## config.mk

```make
export PLATFORM = sky130hd
export DESIGN_NAME = burst_frame_streamer
export DESIGN_NICKNAME = d
export VERILOG_FILES = /design/src/rtl/burst_frame_streamer.sv
export SDC_FILE = /design/constraint.sdc
export NUM_CORES = 1
export LEC_CHECK = 0
export ABC_AREA = 1
export CAP_MARGIN = 20
export CORE_ASPECT_RATIO = 2
export CORE_MARGIN = 1.5
export CORE_UTILIZATION = 32
export DETAILED_ROUTE_END_ITERATION = 10
export PLACE_DENSITY = 0.6
export SYNTH_ARGS = -nofsm -noshare
export SYNTH_HDL_FRONTEND = slang
export SYNTH_SLANG_ARGS = --single-unit
```

## constraint.sdc

```tcl
create_clock -name clk -period 9.13 [get_ports clk]
set_input_delay 2.739 -clock clk [delete_from_list [all_inputs] [get_ports clk]]
set_output_delay 2.739 -clock clk [all_outputs]
set_load 0.1 [all_outputs]
```

## src/rtl/burst_frame_streamer.sv

```systemverilog
// burst_frame_streamer: walks a frame through the burst read master and
// streams its buffered words out as Avalon-ST with sop/eop markers.
// Ports: clk, reset (async, active-high); start/stop/frame_base/
// frame_nbursts request a frame; busy/frame_done report on it;
// rd_* drive the read master control and its buffer readback;
// st_* is the stream source (data/valid/ready/sop/eop).
// Build option: BURST_FRAME_STREAMER_LOOP_EN repeats the frame until stop.
module burst_frame_streamer #(
  parameter int ADDRESS_WIDTH  = 32,
  parameter int DATA_WIDTH     = 32,
  parameter int BURST_LEN      = 8,
  parameter int BURST_WIDTH    = 4,
  parameter int BYTES_PER_WORD = 4,
  parameter int NBURST_WIDTH   = 16
) (
  input  logic                     clk,
  input  logic                     reset,
  input  logic                     start,
  input  logic                     stop,
  input  logic [ADDRESS_WIDTH-1:0] frame_base,
  input  logic [NBURST_WIDTH-1:0]  frame_nbursts,
  output logic                     busy,
  output logic                     frame_done,
  output logic                     rd_start,
  output logic [ADDRESS_WIDTH-1:0] rd_baseaddress,
  output logic [BURST_WIDTH-1:0]   rd_burstcount,
  input  logic                     rd_busy,
  input  logic                     rd_readdatavalid,
  output logic [BURST_WIDTH-1:0]   rd_address,
  input  logic [DATA_WIDTH-1:0]    rd_readdata,
  output logic [DATA_WIDTH-1:0]    st_data,
  output logic                     st_valid,
  input  logic                     st_ready,
  output logic                     st_sop,
  output logic                     st_eop
);

  localparam logic [BURST_WIDTH-1:0] N_IDX =
    BURST_WIDTH'(BURST_LEN);
  localparam logic [BURST_WIDTH-1:0] LAST_IDX =
    BURST_WIDTH'(BURST_LEN - 1);
  localparam logic [ADDRESS_WIDTH-1:0] STRIDE =
    ADDRESS_WIDTH'(BURST_LEN * BYTES_PER_WORD);
  localparam logic [NBURST_WIDTH-1:0] ONE =
    NBURST_WIDTH'(1);

  typedef enum logic [2:0] {
    IDLE, REQ, WAIT_DONE, RELEASE, DRAIN
  } state_t;

  state_t state, state_nxt;

  logic [ADDRESS_WIDTH-1:0] addr_reg;
  logic [NBURST_WIDTH-1:0]  rem_reg;
`ifdef BURST_FRAME_STREAMER_LOOP_EN
  logic [ADDRESS_WIDTH-1:0] base_reg;
  logic [NBURST_WIDTH-1:0]  nb_reg;
`endif
  logic [NBURST_WIDTH-1:0]  nb_first;
  logic                     stop_flag;
  logic                     stop_now;
  logic                     sop_pend;
  logic [BURST_WIDTH-1:0]   idx;
  logic                     pend;
  logic                     pend_sop;
  logic                     pend_last;

  logic [1:0][DATA_WIDTH-1:0] fifo_data;
  logic [1:0]               fifo_sop;
  logic [1:0]               fifo_eop;
  logic [1:0]               fifo_last;
  logic                     wr_ptr;
  logic                     rd_ptr;
  logic [1:0]               count;
  logic [1:0]               occ;

  logic pop;
  logic issue;
  logic burst_end;
  logic frame_end;
  logic looping;

  assign rd_burstcount = N_IDX;
  assign rd_address    = idx;

  assign st_valid = (count != 2'd0);
  assign st_data  = fifo_data[rd_ptr];
  assign st_sop   = st_valid && fifo_sop[rd_ptr];
  assign st_eop   = st_valid && fifo_eop[rd_ptr];

  assign nb_first = (frame_nbursts == '0) ? ONE : frame_nbursts;
  assign stop_now = stop_flag || stop;

  // A pop this cycle frees its slot, so reads keep one word per cycle.
  assign pop   = st_valid && st_ready;
  assign occ   = count + {1'b0, pend} - {1'b0, pop};
  assign issue = (state == DRAIN) && (idx < N_IDX) &&
                 (occ < 2'd2);

  assign burst_end = pop && fifo_last[rd_ptr];
  assign frame_end = burst_end && fifo_eop[rd_ptr];

`ifdef BURST_FRAME_STREAMER_LOOP_EN
  assign looping = !stop_now;
`else
  assign looping = 1'b0;
`endif

  always_ff @(posedge clk or posedge reset) begin
    if (reset) begin
      state <= IDLE;
    end else begin
      state <= state_nxt;
    end
  end

  always_comb begin
    state_nxt = state;
    unique case (state)
      IDLE:      if (start) state_nxt = REQ;
      REQ:       if (!rd_busy) state_nxt = WAIT_DONE;
      WAIT_DONE: if (rd_readdatavalid) state_nxt = RELEASE;
      RELEASE:   if (!rd_readdatavalid) state_nxt = DRAIN;
      DRAIN: begin
        if (frame_end) begin
          state_nxt = looping ? REQ : IDLE;
        end else if (burst_end) begin
          state_nxt = REQ;
        end
      end
      default:   state_nxt = IDLE;
    endcase
  end

  always_ff @(posedge clk or posedge reset) begin
    if (reset) begin
      busy           <= 1'b0;
      frame_done     <= 1'b0;
      rd_start       <= 1'b0;
      rd_baseaddress <= '0;
      addr_reg       <= '0;
      rem_reg        <= '0;
`ifdef BURST_FRAME_STREAMER_LOOP_EN
      base_reg       <= '0;
      nb_reg         <= '0;
`endif
      stop_flag      <= 1'b0;
      sop_pend       <= 1'b0;
      idx            <= '0;
      pend           <= 1'b0;
      pend_sop       <= 1'b0;
      pend_last      <= 1'b0;
      fifo_data      <= '0;
      fifo_sop       <= '0;
      fifo_eop       <= '0;
      fifo_last      <= '0;
      wr_ptr         <= 1'b0;
      rd_ptr         <= 1'b0;
      count          <= '0;
    end else begin
      frame_done <= 1'b0;
      stop_flag  <= (state != IDLE) && stop_now;

      if (state == IDLE && start) begin
        busy     <= 1'b1;
        addr_reg <= frame_base;
        rem_reg  <= nb_first;
        sop_pend <= 1'b1;
`ifdef BURST_FRAME_STREAMER_LOOP_EN
        base_reg <= frame_base;
        nb_reg   <= nb_first;
`endif
      end

      if (state == REQ && !rd_busy) begin
        rd_start       <= 1'b1;
        rd_baseaddress <= addr_reg;
      end

      if (state == WAIT_DONE && rd_readdatavalid) begin
        rd_start <= 1'b0;
      end

      if (state == RELEASE && !rd_readdatavalid) begin
        idx <= '0;
      end

      pend      <= issue;
      pend_sop  <= issue && sop_pend && (idx == '0);
      pend_last <= issue && (idx == LAST_IDX);
      if (issue) begin
        idx <= idx + BURST_WIDTH'(1);
        if (idx == '0) sop_pend <= 1'b0;
      end

      // eop is fixed at push so it never changes under a stall.
      if (pend) begin
        fifo_data[wr_ptr] <= rd_readdata;
        fifo_sop[wr_ptr]  <= pend_sop;
        fifo_last[wr_ptr] <= pend_last;
        fifo_eop[wr_ptr]  <= pend_last &&
                             (rem_reg == ONE || stop_now);
        wr_ptr <= !wr_ptr;
      end
      if (pop) rd_ptr <= !rd_ptr;
      count <= count + {1'b0, pend} - {1'b0, pop};

      if (burst_end) begin
        rem_reg  <= rem_reg - ONE;
        addr_reg <= addr_reg + STRIDE;
      end

      if (frame_end) begin
        frame_done <= 1'b1;
`ifdef BURST_FRAME_STREAMER_LOOP_EN
        if (looping) begin
          addr_reg <= base_reg;
          rem_reg  <= nb_reg;
          sop_pend <= 1'b1;
        end else begin
          busy <= 1'b0;
        end
`else
        busy <= 1'b0;
`endif
      end
    end
  end

endmodule

```

### Yosys cells after proc, flatten, opt, wreduce, memory -nomap -nowiden

Cells that the tools add are included.
Widths: inputs -> output; s select.

* logic and storage cells: 113
* input bits: 87
* output and inout port bits: 78
* register bits: 169

* add/subtract/negate cells: 5
* eq/ne operators: 11
* reduce and logical (&&, ||, !) cells: 33
* mux-type cells: 38
* magnitude comparators: 5

Operators with widths (number)
* $mux 32: 5
* $bwmux 64: 1
* $mux 16: 3
* $add 32x6->32 const B: 1
* $demux 32 s1: 1
* $mux 3: 6
* $logic_and 1x1->1: 17
* $eq 16x1->1 const B: 1
* $logic_not 16->1: 1
* $sub 16x1->16 const B: 1
* $mux 1: 15
* $pmux 3 s5: 1
* $reduce_bool 2->1: 5
* $mux 4: 2
* $ne 2x2->1 const B: 4
* $bwmux 2: 3
* $eq 3x2->1 const B: 2
* $reduce_and 5->1: 1
* $add 4x1->4 const B: 1
* $eq 4x3->1 const B: 1
* $logic_not 1->1: 4
* $logic_not 4->1: 1
* $lt 1x2->1 const B: 2
* $lt 4x4->1 const B: 1
* 11 further kinds: 12

### Logic depth before layout (Yosys ltp)

Gate-level depths: netlist (run 1).

* depth in word-level cells: 7
* depth in mapped cells: 11
* mapped depth without buffers: 11

### Least setup slack after synthesis (run 1)

OpenSTA, ideal clock, no wires.

* path type: flip-flop to output port
* start point: reg rd_ptr
* end point: out st_data[24]
* required time: 6391 ps
* stages on the path, launching flop included: 4
* data arrival time: 2817 ps
* slack: 3574 ps
* path through: dfrtp_1 > buf_2 > clkbuf_1 > o21ai_0

* word-level cells in the longest chain between the ends: 2

RTL lines
* start: declaration: line 73 `logic rd_ptr;`
* start signal: assignment: line 205 `if (pop) rd_ptr <= !rd_ptr;`
* $mux 32 (not written as such) (2 in a row): line 87 `assign st_data = fifo_data[rd_ptr];`
* end: declaration: line 31 `output logic [DATA_WIDTH-1:0] st_data,`

Every way passes these cells. The select of a mux whose other input is x is not followed.

### Final worst setup path (run 1)

* start point: reg rd_ptr
* end point: out st_sop

* word-level cells in the longest chain between the ends: 3

RTL lines
* $mux 1 (not written as such) (2 in a row): line 88 `assign st_sop = st_valid && fifo_sop[rd_ptr];`
* $logic_and 1x1->1: line 88
* end: declaration: line 34 `output logic st_sop,`

Every way passes these cells. The select of a mux whose other input is x is not followed.

==> summary.md, run 1 <==
| Metric | Value |
|---|---|
| Worst min-delay path class | `reg -> reg` |
| Total track usage | `0.173` |
| Pre-antenna DRT Iters | `5` |
| Vias per Instance | `between 4 and 5` |
| Vias in the first global route | `between 7000 and 8000` |
| Reg2reg path depth | `6` |
| Ratio of final minimum period to clock period | `0.688` |
| Initial antenna violation count | `0` |
| CTS tree | `yes` |
| R2r endpoint | `addr_reg[7]$_DFFE_PP0P_` |
| Final hold viol count | `0` |
| Post-DP HPWL | `roughly 16 mm` |
| Max cap viols | `0` |
| CTS buffer count | `17` |
| Slew HR | `0.295` |
| Synth top area cells | `dfrtp_1, nand2_1, o21ai_0` |
| Warning count from the yosys run | `0` |
| Worst reg2reg setup slack | `approximately 6.1 ns` |
| Synthesized instance count | `1094` |
| Dpl cell area | `between 0.01 and 0.015 mm2` |
| IO Count | `between 150 and 200` |
| Fillers | `approximately 2700` |
| # DRC | `0` |
| Hold Path Cell Cnt | `2` |
| Ys flop type | `dfrtp_1` |
| Hold worst-path end | `rd_baseaddress[4]$_DFFE_PP0P_` |
| Antenna Nets Post-Route | `0` |
| Maximum root-to-sink buffer count | `2` |
| # diodes | `0` |
| Critical path's slowest cell | `clkdlybuf4s50_1` |
| PortBufs | `160` |
| Global-route wire length before repair | `about 37 mm` |
| CP Max Fanout | `46` |
| Detailed Route WL | `roughly 22 mm` |
| Hold buffers post-CTS | `0` |
| 1st-iter DRT viols | `405` |
| Nets@finish | `roughly 1300` |
| Slew @ Worst Pin | `roughly 1.1 ns` |
| DR vias | `a little over 7000` |
| Layout cell share with drive strength beyond 1 | `0.0481` |
| Area Overhead vs Synth | `29.3%` |
| WP data required | `~6.4 ns` |
| # clock sinks | `approximately 170` |
| Pin count of the biggest net entering global routing | `between 100 and 150` |
| Clock transition at the registers of the reported paths | `0.06 ns` |
| Outcome | `complete, no violations` |
| CTS root buf | `clkbuf_16` |
| CP arrival | `between 3 and 4 ns` |
| Synth Register Bits | `169` |
| Gp weighted congestion | `~0.83` |
| Synth cell count leaders | `nand2_1, dfrtp_1, inv_1` |
| Post-synth top area cell | `dfrtp_1` |
| Storage element area | `approximately 0.0042 mm2` |
| Avg WL per Cell | `roughly 14 um` |
| Post-synth EDFFs | `0` |
| Synthesized area | `roughly 0.0084 mm2` |
| Critical-path cell list | `clkinv_1, nand2_1, a21oi_1, clkdlybuf4s50_1` |
| H-Tree Depth | `4` |
| Total Die Area | `between 0.02 and 0.03 mm2` |
| Die H | `approximately 230 um` |
| Post-CTS sizing | `0` |
| Async S/R FF share, synth | `1.00` |
| Min cycle time layout | `~6.3 ns` |
| RSZ-0062 raised after global routing | `false` |
| Starting Density | `0.326` |
| Setup Fix Bufs, Post-CTS | `0` |
| Design area | `around 0.011 mm2` |
| Final TNS setup | `0 ns` |
| FMAX | `159 MHz` |
| Top-count cell post-synth | `nand2_1` |
| Sequential fraction of the synthesis area | `0.505` |
| Type of origin of the critical path | `flip-flop` |
| Area occupied by multi-input gates | `0.00341 mm2` |
| Pins Over Slew Limit | `0` |
| CP endpoint kind | `output pin` |
| Die width | `about 120 um` |
| Peak per-stage delay on the critical path | `approximately 0.98 ns` |
| Min-Delay Startpoint | `rd_baseaddress[4]$_DFFE_PP0P_` |
| Max FFs per register | `between 60 and 70` |
| Avg Inst Size Synth | `~7.7 um2` |
| Distinct cells, synth | `35` |
| Setup violations, final | `0` |
| GRT Residual Overflow | `0` |
| Row count | `slightly above 80` |
| Worst flop-to-flop path startpoint | `rd_ptr$_DFFE_PP0P_` |
| Top-area cell type share of the netlist area | `0.505` |
| CP Class | `reg -> out` |
| Layout Skew | `about 0.0095 ns` |
| Insertion delay to the later sink of the worst-skew pair | `about 0.44 ns` |
| Core box area | `between 0.02 and 0.03 mm2` |
==> cells by family after synthesis <==
kind of cell,synth area share
multiplexers,0.00942
flip-flops,0.505
other,0.000897
buffers and inverters,0.0884
adder cells (fa/ha/maj),0.0105
XOR/XNOR,0.00628
AND/OR/NAND/NOR,0.272
AO/OA/AOI/OAI,0.107
==> stage by stage <==
stage	hold slack (ns)	util	worst slack, ns	instances
2_1_floorplan	0.442	-	1.82	1096
4_1_cts	0.482	0.421	2.74	1587
3_5_place_dp	0.466	0.398	3.23	1556
3_3_place_gp	0.456	0.398	3.29	1556
6_report	0.479	0.422	2.84	1588
5_1_grt	0.509	0.422	2.49	1588
==> worst max-delay path by stage <==
stage | startpoint | end | slack, ns | depth (start not counted)
after floorplan | reset | addr_reg[0]$_DFFE_PP0P_ | 1.82 | 1
after global placement | rd_ptr$_DFFE_PP0P_ | st_data[6] | 3.29 | 4
after detailed placement | rd_ptr$_DFFE_PP0P_ | st_data[6] | 3.23 | 4
after CTS | rd_ptr$_DFFE_PP0P_ | st_data[6] | 2.74 | 4
after global routing | rd_ptr$_DFFE_PP0P_ | st_data[6] | 2.49 | 4
final | rd_ptr$_DFFE_PP0P_ | st_sop | 2.84 | 4
==> metal layers <==
layer | part of all wire | global-route usage | vias to the layer above
met4 | 0.016 | 0.0721 | 0
met1 | 0.40 | 0.188 | 3353
met3 | 0.033 | 0.0319 | 21
met2 | 0.55 | 0.326 | 173
li1 | - | - | 3723
met5 | 0 | 0 | -
==> layout by cell type (no fill, tap or decap), drive strengths merged <==
cell / netlist / layout
a21boi: 1 / 1
a21oi: 8 / 8
a31oi: 2 / 2
buf: 21 / 4
bufinv: 0 / 2
clkbuf: 22 / 24
clkdlybuf4s50: 0 / 160
clkinv: 1 / 4
clkinvlp: 0 / 2
conb: 2 / 4
dfrtp: 169 / 169
ha: 7 / 7
inv: 135 / 135
mux2: 7 / 7
nand2: 388 / 388
nand3: 65 / 65
nand3b: 4 / 4
nand4: 7 / 7
nor2: 89 / 89
nor3: 3 / 3
o211ai: 18 / 18
o21a: 1 / 1
o21ai: 133 / 133
o21bai: 1 / 1
o221ai: 1 / 1
o22ai: 2 / 2
or2: 1 / 1
xnor2: 2 / 2
xor2: 4 / 4
==> cell type report <==
class	instances	share of cell area
Sequential cell	169	0.391
Inverter	136	0.0477
Tap cell	340	0.0393
Timing Repair Buffer	164	0.152
Clock buffer	24	0.0464
Multi-Input combinational cell	748	0.315
Clock inverter	7	0.00833
==> worst max-delay path: cells and delay by family (launching register included) <==
family | cells | cell delay (ns)
AND/OR/NAND/NOR | 1 | 0.22
buffers and inverters | 2 | 1.88
AO/OA/AOI/OAI | 1 | 0.10
flip-flops | 1 | 0.89
Power of run 1 is left out: the tool's default activity adds up to more than one toggle a clock period on the data nets, which glitch-free logic cannot reach.
==> inputs of run 2 (changes only) <==
--- a/config.mk
+++ b/config.mk
@@ -11,7 +11,7 @@
 export CORE_MARGIN = 1.5
 export CORE_UTILIZATION = 32
 export DETAILED_ROUTE_END_ITERATION = 10
-export PLACE_DENSITY = 0.6
+export PLACE_DENSITY = 0.62
 export SYNTH_ARGS = -nofsm -noshare
 export SYNTH_HDL_FRONTEND = slang
 export SYNTH_SLANG_ARGS = --single-unit
==> constraint.sdc (replaced) <==
create_clock -name clk -period 5.6 [get_ports clk]
set_input_delay 1.68 -clock clk [delete_from_list [all_inputs] [get_ports clk]]
set_output_delay 1.68 -clock clk [all_outputs]
set_load 0.1 [all_outputs]
==> summary.md, run 2 (same netlist as run 1, synthesis figures left out) <==
| Metric | Value |
|---|---|
| Row count | `83` |
| Max FFs per register | `64` |
| Pre-antenna DRT Iters | `7` |
| CP Class | `reg -> out` |
| Insertion delay to the later sink of the worst-skew pair | `0.44 ns` |
| CTS buffer count | `17` |
| Outcome | `complete, no violations` |
| Avg WL per Cell | `around 14 um` |
| Die H | `between 200 and 250 um` |
| Setup Fix Bufs, Post-CTS | `0` |
| Ratio of final minimum period to clock period | `0.852` |
| Hold worst-path end | `rd_baseaddress[4]$_DFFE_PP0P_` |
| Max cap viols | `0` |
| FMAX | `roughly 210 MHz` |
| Gp weighted congestion | `around 0.83` |
| # clock sinks | `between 150 and 200` |
| CTS tree | `yes` |
| Area occupied by multi-input gates | `around 0.0034 mm2` |
| Clock transition at the registers of the reported paths | `around 0.07 ns` |
| Finished Layout Cells | `~1600` |
| Pin count of the biggest net entering global routing | `170` |
| Total track usage | `0.170` |
| Final hold viol count | `0` |
| GRT Residual Overflow | `0` |
| Fillers | `2645` |
| H-Tree Depth | `4` |
| Layout cell share with drive strength beyond 1 | `0.0728` |
| Slew HR | `0.281` |
| WP data required | `between 3 and 4 ns` |
| Vias in the first global route | `7125` |
| Total Die Area | `~0.027 mm2` |
| DP Cell Count | `~1600` |
| Type of origin of the critical path | `flip-flop` |
| CP arrival | `about 3.1 ns` |
| Starting Density | `0.326` |
| PortBufs | `160` |
| Post-DP HPWL | `16.5 mm` |
| CTS root buf | `clkbuf_16` |
| Commonest non-fill, non-tap cells in the layout | `nand2_1, dfrtp_1, clkdlybuf4s50_1, inv_1, o21ai_0` |
| Initial antenna violation count | `0` |
| Design area | `around 0.011 mm2` |
| R2r endpoint | `rem_reg[1]$_DFFE_PP0P_` |
| Layout Skew | `about 0.0086 ns` |
| Worst reg2reg setup slack | `2.46 ns` |
| Maximum root-to-sink buffer count | `2` |
| 1st-iter DRT viols | `approximately 430` |
| Storage element area | `between 0.004 and 0.005 mm2` |
| CP Max Fanout | `34` |
| Min-Delay Startpoint | `rd_baseaddress[4]$_DFFE_PP0P_` |
| Final TNS setup | `0 ns` |
| Area Overhead vs Synth | `28.4%` |
| Detailed Route WL | `~23 mm` |
| # DRC | `0` |
| Hold Path Cell Cnt | `2` |
| DR vias | `7373` |
| Slew @ Worst Pin | `roughly 1.1 ns` |
| Hold buffers post-CTS | `0` |
| Pins Over Slew Limit | `0` |
| Nets@finish | `between 1000 and 1500` |
| Global-route wire length before repair | `36.3 mm` |
| Post-CTS sizing | `0` |
| Reg2reg path depth | `7` |
| Antenna Nets Post-Route | `0` |
| CP endpoint kind | `output pin` |
| Core box area | `0.0257 mm2` |
| Setup violations, final | `0` |
| RSZ-0062 raised after global routing | `false` |
| Dpl cell area | `between 0.01 and 0.015 mm2` |
| # diodes | `0` |
| Die width | `~120 um` |
| Worst min-delay path class | `reg -> reg` |
| Worst flop-to-flop path startpoint | `rd_ptr$_DFFE_PP0P_` |
| Min cycle time layout | `about 4.8 ns` |
| Vias per Instance | `4.64` |
| Most common cell after layout, fill and taps aside | `nand2_1` |
| IO Count | `165` |
[run 2: changes by cell type in the layout (fill, tap and decap cells not counted), sizes merged]
cell and delta:
buf +30, clkbuf -5, clkdlybuf4s50 -29, clkinv +2
clkinvlp +3, inv +1
[run 2: area by class of cell]
| class | instances | share of cell area |
|---|---|---|
| flip-flops and latches | 169 | 0.393 |
| inverters | 136 | 0.0478 |
| multi-input cells | 748 | 0.317 |
| clock buffers | 19 | 0.0412 |
| repair buffers | 165 | 0.147 |
| clock inverters | 13 | 0.0136 |
| well taps | 340 | 0.0396 |
[run 2: critical path, cell delays in order (launching register included)]
cell	delay (ns)
dfrtp_1	1.05
clkinv_1	1.02
nand2_1	0.23
a21oi_1	0.09
buf_4	0.25
[run 2: per-stage QoR]
step / setup WS, ns / hold slack [ns] / util
floorplan: 1.10 / 0.442 / -
global placement: 1.31 / 0.466 / 0.396
detailed placement: 1.19 / 0.465 / 0.396
CTS: 0.707 / 0.483 / 0.419
global route: 0.505 / 0.501 / 0.419
finish: 0.828 / 0.479 / 0.419
[run 2: worst max-delay path by stage]
stage                                  start     endpoint  slack [ns]
final                     rd_ptr$_DFFE_PP0P_       st_sop        0.83
after global routing      rd_ptr$_DFFE_PP0P_  st_data[10]        0.51
after CTS                 rd_ptr$_DFFE_PP0P_       st_sop        0.71
after detailed placement  rd_ptr$_DFFE_PP0P_       st_sop        1.19
after global placement    rd_ptr$_DFFE_PP0P_       st_sop        1.31
after floorplan           rd_ptr$_DFFE_PP0P_  st_data[24]        1.10
[run 2: per-layer routing]
metal  vias up  part of all wire  GRT usage
li1       3715                 -          -
met1      3434              0.39      0.183
met2       191              0.54      0.323
met3        33             0.039     0.0327
met4         0             0.024     0.0725
met5         -                 0          0
Power of run 2 is left out for the same reason.
==> inputs of run 3 (changes only) <==
==> constraint.sdc (replaced) <==
create_clock -name clk -period 4.1 [get_ports clk]
set_input_delay 1.23 -clock clk [delete_from_list [all_inputs] [get_ports clk]]
set_output_delay 1.23 -clock clk [all_outputs]
set_load 0.1 [all_outputs]
==> summary.md, run 3 (same netlist as run 1, synthesis figures left out) <==
| Metric | Value |
|---|---|
| Starting Density | `0.326` |
| GRT Residual Overflow | `0` |
| Avg WL per Cell | `between 10 and 15 um` |
| Final hold viol count | `0` |
| Crit path from | `rd_ptr$_DFFE_PP0P_` |
| Peak per-stage delay on the critical path | `~0.73 ns` |
| Type of origin of the critical path | `flip-flop` |
| Die H | `roughly 230 um` |
| CTS buffer count | `17` |
| DR vias | `approximately 7500` |
| CP arrival | `between 2 and 2.5 ns` |
| Final Core Density | `0.434` |
| Gp weighted congestion | `0.895` |
| Area Overhead vs Synth | `33.1%` |
| Max FFs per register | `64` |
| H-Tree Depth | `4` |
| Layout Skew | `about 0.01 ns` |
| # diodes | `0` |
| CTS tree | `yes` |
| CP Max Fanout | `26` |
| CP endpoint kind | `output pin` |
| Nets@finish | `approximately 1300` |
| Critical path's slowest cell | `clkinv_1` |
| Clock transition at the registers of the reported paths | `roughly 0.06 ns` |
| Core box area | `0.0257 mm2` |
| Commonest non-fill, non-tap cells in the layout | `nand2_1, dfrtp_1, inv_1, o21ai_0, clkdlybuf4s50_1` |
| DP Cell Count | `between 1500 and 2000` |
| Fillers | `between 2000 and 3000` |
| Maximum root-to-sink buffer count | `2` |
| Setup violations, final | `0` |
| IO Count | `between 150 and 200` |
| Die width | `about 120 um` |
| Pre-antenna DRT Iters | `6` |
| FMAX | `roughly 290 MHz` |
| # clock sinks | `around 170` |
| Slew HR | `0.324` |
| Layout cell share with drive strength beyond 1 | `0.103` |
| Pins Over Slew Limit | `0` |
| Antenna Nets Post-Route | `0` |
| Max cap viols | `0` |
| Setup Fix Bufs, Post-CTS | `0` |
| Ratio of final minimum period to clock period | `0.846` |
| Vias in the first global route | `approximately 7300` |
| PortBufs | `160` |
| CP dominant cell by count | `nand2_1` |
| Outcome | `complete, no violations` |
| CTS root buf | `clkbuf_16` |
| Post-DP HPWL | `17.2 mm` |
| Initial antenna violation count | `0` |
| 1st-iter DRT viols | `about 570` |
| Pin count of the biggest net entering global routing | `65` |
| Finished Layout Cells | `roughly 1600` |
| Global-route wire length before repair | `roughly 37 mm` |
| Min-Delay Startpoint | `fifo_data[7]$_DFFE_PP0P_` |
| CP Class | `reg -> out` |
| Row count | `just over 80` |
| Final TNS setup | `0 ns` |
| Min cycle time layout | `between 3 and 4 ns` |
| Most common cell after layout, fill and taps aside | `nand2_1` |
| Vias per Instance | `approximately 4.7` |
| Post-CTS sizing | `0` |
| Total track usage | `0.174` |
| Detailed Route WL | `22.8 mm` |
| Insertion delay to the later sink of the worst-skew pair | `approximately 0.44 ns` |
| Hold buffers post-CTS | `0` |
| RSZ-0062 raised after global routing | `false` |
| Worst min-delay path class | `reg -> reg` |
| WP data required | `~2.9 ns` |
| Critical-path cell list | `clkinv_1, nand2_1, nand2_1, buf_12` |
| Slew @ Worst Pin | `between 1 and 1.5 ns` |
| Worst flop-to-flop path startpoint | `count[0]$_DFF_PP0_` |
| # DRC | `0` |
| Total Die Area | `~0.027 mm2` |
[run 3: worst max-delay path: cells and delay by family (launching register included)]
kind,cells,cell delay [ns]
buffers and inverters,2,0.92
DFF,1,0.47
and+or+nand+nor,2,0.39
[run 3: area by class of cell]
type	count	area (um2)	area share
flip-flops and latches	169	4230	0.380
multi-input cells	748	3410	0.306
repair buffers	174	1930	0.173
inverters	136	514	0.0462
clock buffers	21	460	0.0413
well taps	340	425	0.0382
clock inverters	11	168	0.0151
[run 3: stage by stage]
step / worst slack [ns] / instance area, um2 / hold slack (ns)
2_1_floorplan: 0.0529 / 8380 / 0.442
3_3_place_gp: 0.953 / 10500 / 0.466
3_5_place_dp: 0.938 / 10500 / 0.473
4_1_cts: 0.518 / 11100 / 0.489
5_1_grt: 0.376 / 11100 / 0.504
6_report: 0.632 / 11100 / 0.483
[run 3: worst paths after layout]
kind / to / slack [ns] / cells past startpoint
max: st_data[9] / 0.63 / 4
min: fifo_data[7]$_DFFE_PP0P_ / 0.48 / 2
max reg2reg: addr_reg[21]$_DFFE_PP0P_ / 2.04 / 10
min reg2reg: fifo_data[7]$_DFFE_PP0P_ / 0.48 / 2
max in group asynchronous: rd_baseaddress[18]$_DFFE_PP0P_ / 2.06 / 3
min in group asynchronous: fifo_data[54]$_DFFE_PP0P_ / 1.28 / 2
[run 3: layer usage]
metal,up-vias,track usage,wire length [um]
met2,192,0.324,12300
met3,44,0.0258,751
met4,0,0.0957,755
met1,3502,0.188,8990
met5,-,0,0
li1,3737,-,-
Power of run 3 is left out for the same reason.
==> edit 1 (config.mk and constraints of run 3) <==
Change the parameter `ADDRESS_WIDTH` from 32 to 64.
--- a/src/rtl/burst_frame_streamer.sv
+++ b/src/rtl/burst_frame_streamer.sv
@@ -8,3 +8,3 @@
 module burst_frame_streamer #(
-  parameter int ADDRESS_WIDTH  = 32,
+  parameter int ADDRESS_WIDTH  = 64,
   parameter int DATA_WIDTH     = 32,
Interface: changed (resized frame_base and rd_baseaddress); port bits go from 165 to 229. The function was not compared with the original's and may differ.
==> edit 1 against run 3 <==
  * Clock skew grew 3.7 ps
  * Global-route usage grew 3.3 points
  * Cell area grew 43%
  * Highest routed layer unchanged
  * Worst setup slack lost 230 ps
  * Final cell count grew 47%
  * Sequential cell count grew 64
  * Synthesized area grew 46%
  * Routed wire length grew 78%
  * Worst hold slack lost 11 ps
  * Fmax shrank 6.1%
==> edit 1: results (changes against run 3) <==
Clock network
  • Clock Root Buffer: clkbuf_16 (unchanged)
  • Clk_lat worst skew: 540 ps (was 440 ps)
  • H-tree lvl count: 1 (was 4)
  • Post CTS Setup Buffer Count: 0 (unchanged)
  • Clock buffer count from CTS: 23 (was 17)
  • Reg clk slew, reported paths: ~70 ps
  • CTS Buffer Depth: 3 (was 2)

Setup path
  • Worst Path Arrival: 2460 ps (was 2240 ps)
  • R2R Setup Slk: 1560 ps (was 2040 ps)
  • CP max stage delay: 840 ps (was 730 ps)
  • Worst path top cell family by delay: buffers and inverters (unchanged)
  • Crit path max fanout: 27 (was 26)
  • Slowest cell on crit path: dfrtp_1 (was clkinv_1)

STA
  • Fmax achieved: 271 MHz (was 288 MHz)
  • Clk_skew: 13.6 ps (was 9.99 ps)
  • Worst slew pin tran: 1010 ps (about the same)
  • Worst hold margin: 472 ps (was 483 ps)

Place
  • Pre-CTS setup slack: 767 ps (was 938 ps)
  • Dpl cells: 2309 (was 1567)
  • Placed cell areas: 15100 um^2 (was 10500 um^2)
  • GP Congestion: 0.910 (was 0.895)
  • Port Buffer Count: 224 (was 160)
  • HPWL Detailed: 30.5 mm (was 17.2 mm)

Detailed routing
  • Detail Route met3 WL: 1.43 mm (was 751 um)
  • Met1 wire length: 14.8 mm (was 8.99 mm)
  • WL met2: 21.8 mm (was 12.3 mm)
  • Via count: 11400 (was 7475)
  • Routed WL per cell: 17.3 um (was 14.3 um)
  • DRT iter0 DRCs: 750 (was 565)
  • Drt drc: 0 (unchanged)
  • Total iterations of the first detailed-routing run: 6 (unchanged)

Cells and area
  • Post-route insts no fill: 2356 (was 1599)
  • Fraction of layout cells with a size suffix above 1: 8.21% (was 10.3%)
  • # fillers: 3785 (was 2576)
  • Nets@finish: 1998 (was 1340)

Logic synthesis
  • Seq/Total Area, Yosys: 47.8% (was 50.5%)
  • Synth top cells by count: nand2_1, dfrtp_1, inv_1 (unchanged)
  • Async SR Flop Fraction: 100% (unchanged)
  • Synth Flop Type: dfrtp_1 (unchanged)
  • Mapped Cells: 1670 (was 1094)
  • Ranking of synthesized cells by area: dfrtp_1, nand2_1, inv_1, o21ai_0, nor2_1 (was dfrtp_1, nand2_1, o21ai_0, inv_1, nand3_1)
  • Synth cell types: 39 (was 35)

Power and ir drop
  • Leakage power: 7.63 nW

Global routing
  • Met2 Usage GRT: 38.9% (was 32.4%)
  • Initial antenna violation count: 4 (was 0)
  • Largest net degree at the start of global routing: 125 (was 65)
  • Global-route wire length before repair: 63.4 mm (was 37.2 mm)
  • Routing usage on met3: 2.14% (was 2.58%)
  • M1 GR Usage: 21.8% (was 18.8%)
  • Total GRT Usage: 20.8% (was 17.4%)

Run status
  • Status: complete, no violations (unchanged)
-- edit 1: final timing paths --
| path | from | to | cells past startpoint |
|---|---|---|---|
| min | rd_baseaddress[16] | rd_baseaddress[16] | 2 |
| min in group asynchronous | reset | addr_reg[49] | 3 |
| max in group asynchronous | reset | fifo_data[29] | 3 |
| min reg2reg | rd_baseaddress[16] | rd_baseaddress[16] | 2 |
| max | rd_ptr | st_data[26] | 5 |
| max reg2reg | rd_ptr | addr_reg[22] | 7 |
-- edit 1: per-stage QoR --
stage / power, mW / util [%]
global route: 16.6 / 42.2
floorplan: 10.6 / -
CTS: 15.8 / 42.1
finish: 15.7 / 42.2
detailed placement: 13.4 / 39.9
global placement: 13.3 / 39.9
-- edit 1: layout make-up --
type                            count  area (um^2)  share of cell area, %
Inverter                          205          778                   4.88
Antenna cell                        4         10.0                 0.0628
Timing Repair Buffer              237         2660                   16.7
Tap cell                          463          579                   3.64
Sequential cell                   233         5830                   36.6
Multi-Input combinational cell   1172         5260                   33.0
Clock inverter                     15          205                   1.29
Clock buffer                       27          611                   3.83
-- edit 1: power groups by stage --
| stage | logic (mW) | registers [mW] | clock network [mW] |
|---|---|---|---|
| floorplan | 4.50 | 6.07 | 0 |
| global placement | 9.10 | 4.22 | 0 |
| detailed placement | 9.20 | 4.24 | 0 |
| CTS | 9.23 | 4.21 | 2.40 |
| global route | 9.74 | 4.36 | 2.48 |
| finish | 9.16 | 4.22 | 2.34 |
-- edit 1: kinds of logic after synthesis --
family	count (synthesis)	share of synthesized area, %
AND/OR/NAND/NOR	893	29.7
buffers and inverters	267	9.22
AO/OA/AOI/OAI	251	11.3
flip-flops	233	47.8
XOR/XNOR	17	1.22
adder cells (fa/ha/maj)	7	0.718
other	2	0.0615
==> edit 2 (config.mk and constraints of run 3) <==
Made on the original files. Make the reset (`reset`) synchronous in 2 clocked blocks. Comments in the files are not updated.
--- a/src/rtl/burst_frame_streamer.sv
+++ b/src/rtl/burst_frame_streamer.sv
@@ -108,3 +108,3 @@
 
-  always_ff @(posedge clk or posedge reset) begin
+  always_ff @(posedge clk) begin
     if (reset) begin
@@ -134,3 +134,3 @@
 
-  always_ff @(posedge clk or posedge reset) begin
+  always_ff @(posedge clk) begin
     if (reset) begin
Formal check against the unedited RTL: differs if reset is asserted again (counterexample within 4 cycles, from zero or initial values and one cycle with reset high); with reset held inactive, the same outputs for 10 cycles.
==> edit 2 against run 3 <==
  * Critical endpoint is now st_data[26]
  * Via count up 5.6%
  * Final cell count up 4.1%
  * Synthesized cell count up 8.2%
  * Routed wire length up 5.7%
  * Global-route usage up 1.7 points
  * Cell area down 7.3%
  * Synthesized area down 4.9%
  * Worst setup slack worse by 17 ps
  * Sequential cell count unchanged
  * Largest cell class is now multi-input gates
==> edit 2: results (changes against run 3) <==
Run status
  • Status: complete, no violations (unchanged)

Global routing
  • Total GRT Usage: 19.1% (was 17.4%)
  • Largest net degree at the start of global routing: 62 (was 65)
  • Vias in the first global route: 7674 (was 7325)
  • Global-route wire length before repair: 38.1 mm (was 37.2 mm)

Cells and area
  • Fraction of layout cells with a size suffix above 1: 8.03% (was 10.3%)
  • Area Growth Syn to Fin: 29.7% (was 33.1%)
  • # fillers: 2564 (was 2576)
  • Nets@finish: 1413 (was 1340)

Setup path
  • R2R Path End: rd_address[1] (was addr_reg[21])
  • Worst Path Arrival: 2260 ps (was 2240 ps)
  • Slowest cell on crit path: inv_2 (was clkinv_1)
  • Crit path max fanout: 47 (was 26)
  • Reg2Reg Depth: 11 (was 10)
  • Worst setup endpoint: st_data[26] (was st_data[9])
  • Crit-path most repeated cell: buf_4 (was nand2_1)
  • R2R Setup Slk: 1990 ps (was 2040 ps)
  • Critical Path Start: rd_ptr (unchanged)

Place
  • Pre-CTS setup slack: 701 ps (was 938 ps)
  • Placed cell areas: 9740 um^2 (was 10500 um^2)
  • GP Congestion: 0.893 (was 0.895)
  • HPWL Detailed: 17.8 mm (was 17.2 mm)

Detailed routing
  • Via density: 4.74 (was 4.67)
  • Final WL: 24.1 mm (was 22.8 mm)
  • Total iterations of the first detailed-routing run: 5 (was 6)

STA
  • Fmax achieved: 287 MHz (was 288 MHz)
  • Clk_skew: 7.70 ps (was 9.99 ps)

Logic synthesis
  • Async SR Flop Fraction: 0% (was 100%)
  • Synth top cells by count: nand2_1, dfxtp_1, inv_1 (was nand2_1, dfrtp_1, inv_1)
  • Synth cell types: 36 (was 35)
  • Ranking of synthesized cells by area: dfxtp_1, nand2_1, o21ai_0, inv_1, nor2_1 (was dfrtp_1, nand2_1, o21ai_0, inv_1, nand3_1)
  • Synth Flop Type: dfxtp_1 (was dfrtp_1)

Clock network
  • Post CTS Setup Buffer Count: 0 (unchanged)
[edit 2: cell types whose count changed in the layout (fill, tap and decap cells not counted), sizes merged, moves of 7 or more]
| cell | run 3 | this run |
|---|---|---|
| inv | 136 | 166 |
| mux2 | 7 | 0 |
| dfrtp | 169 | 0 |
| a21oi | 8 | 88 |
| nor2 | 89 | 140 |
| nand3 | 65 | 58 |
| o22ai | 2 | 33 |
| o211ai | 18 | 9 |
| clkdlybuf4s50 | 100 | 120 |
| buf | 74 | 51 |
| nand2 | 388 | 291 |
| dfxtp | 0 | 169 |
| o21ai | 133 | 126 |
[edit 2: worst min-delay path by stage]
stage | from | endpoint | slack (ps)
floorplan | sop_pend | pend_sop | 430
global placement | sop_pend | pend_sop | 430
detailed placement | sop_pend | pend_sop | 440
CTS | sop_pend | pend_sop | 450
global route | sop_pend | pend_sop | 470
finish | sop_pend | pend_sop | 450
[edit 2: report_power, final]
part | switching, mW | leakage [nW] | internal, mW
logic | 1.86 | 2.60 | 0.667
registers | 0.207 | 1.37 | 1.89
clock network | 0.681 | 0.284 | 0.915
total | 2.74 | 4.25 | 3.47
[edit 2: cell type report]
type | count | area (um^2) | area share [%]
multi-input combinational | 794 | 3700 | 35.8
sequential | 169 | 3380 | 32.8
timing repair buffer | 171 | 1620 | 15.7
inverter | 166 | 623 | 6.03
clock buffer | 22 | 494 | 4.78
clock inverter | 10 | 90.1 | 0.872
tap | 332 | 415 | 4.02
[edit 2: stage by stage]
stage                     instances  setup TNS, ps
after floorplan                1186          -1320
after global placement         1632              0
after detailed placement       1632              0
after CTS                      1664              0
after global routing           1664              0
final                          1664              0
[edit 2: critical path, delay by kind of cell, from the launching register on]
family	cells	cell delay, ps
DFF	1	390
and+or+nand+nor	1	60
buffers and inverters	3	1240
AOI/OAI and AO/OA	1	110
[edit 2: kinds of logic (layout without fill, tap and decap cells)]
logic type / count (synthesis) / in the layout / synth area share [%]
AO/OA/AOI/OAI: 268 / 268 / 18.2
XOR/XNOR: 8 / 8 / 0.880
adder cells (fa/ha/maj): 7 / 7 / 1.10
buffers and inverters: 223 / 369 / 11.2
flip-flops: 169 / 169 / 42.5
other: 2 / 4 / 0.0943
AND/OR/NAND/NOR: 507 / 507 / 26.0
[edit 2: per-layer routing]
| metal | up-vias | share of wire (%) | global-route usage [%] |
|---|---|---|---|
| met5 | - | 0 | 0 |
| met1 | 3583 | 36 | 18.1 |
| met3 | 56 | 4.6 | 4.05 |
| met2 | 219 | 54 | 37.1 |
| met4 | 0 | 4.8 | 10.7 |
| li1 | 4036 | - | - |
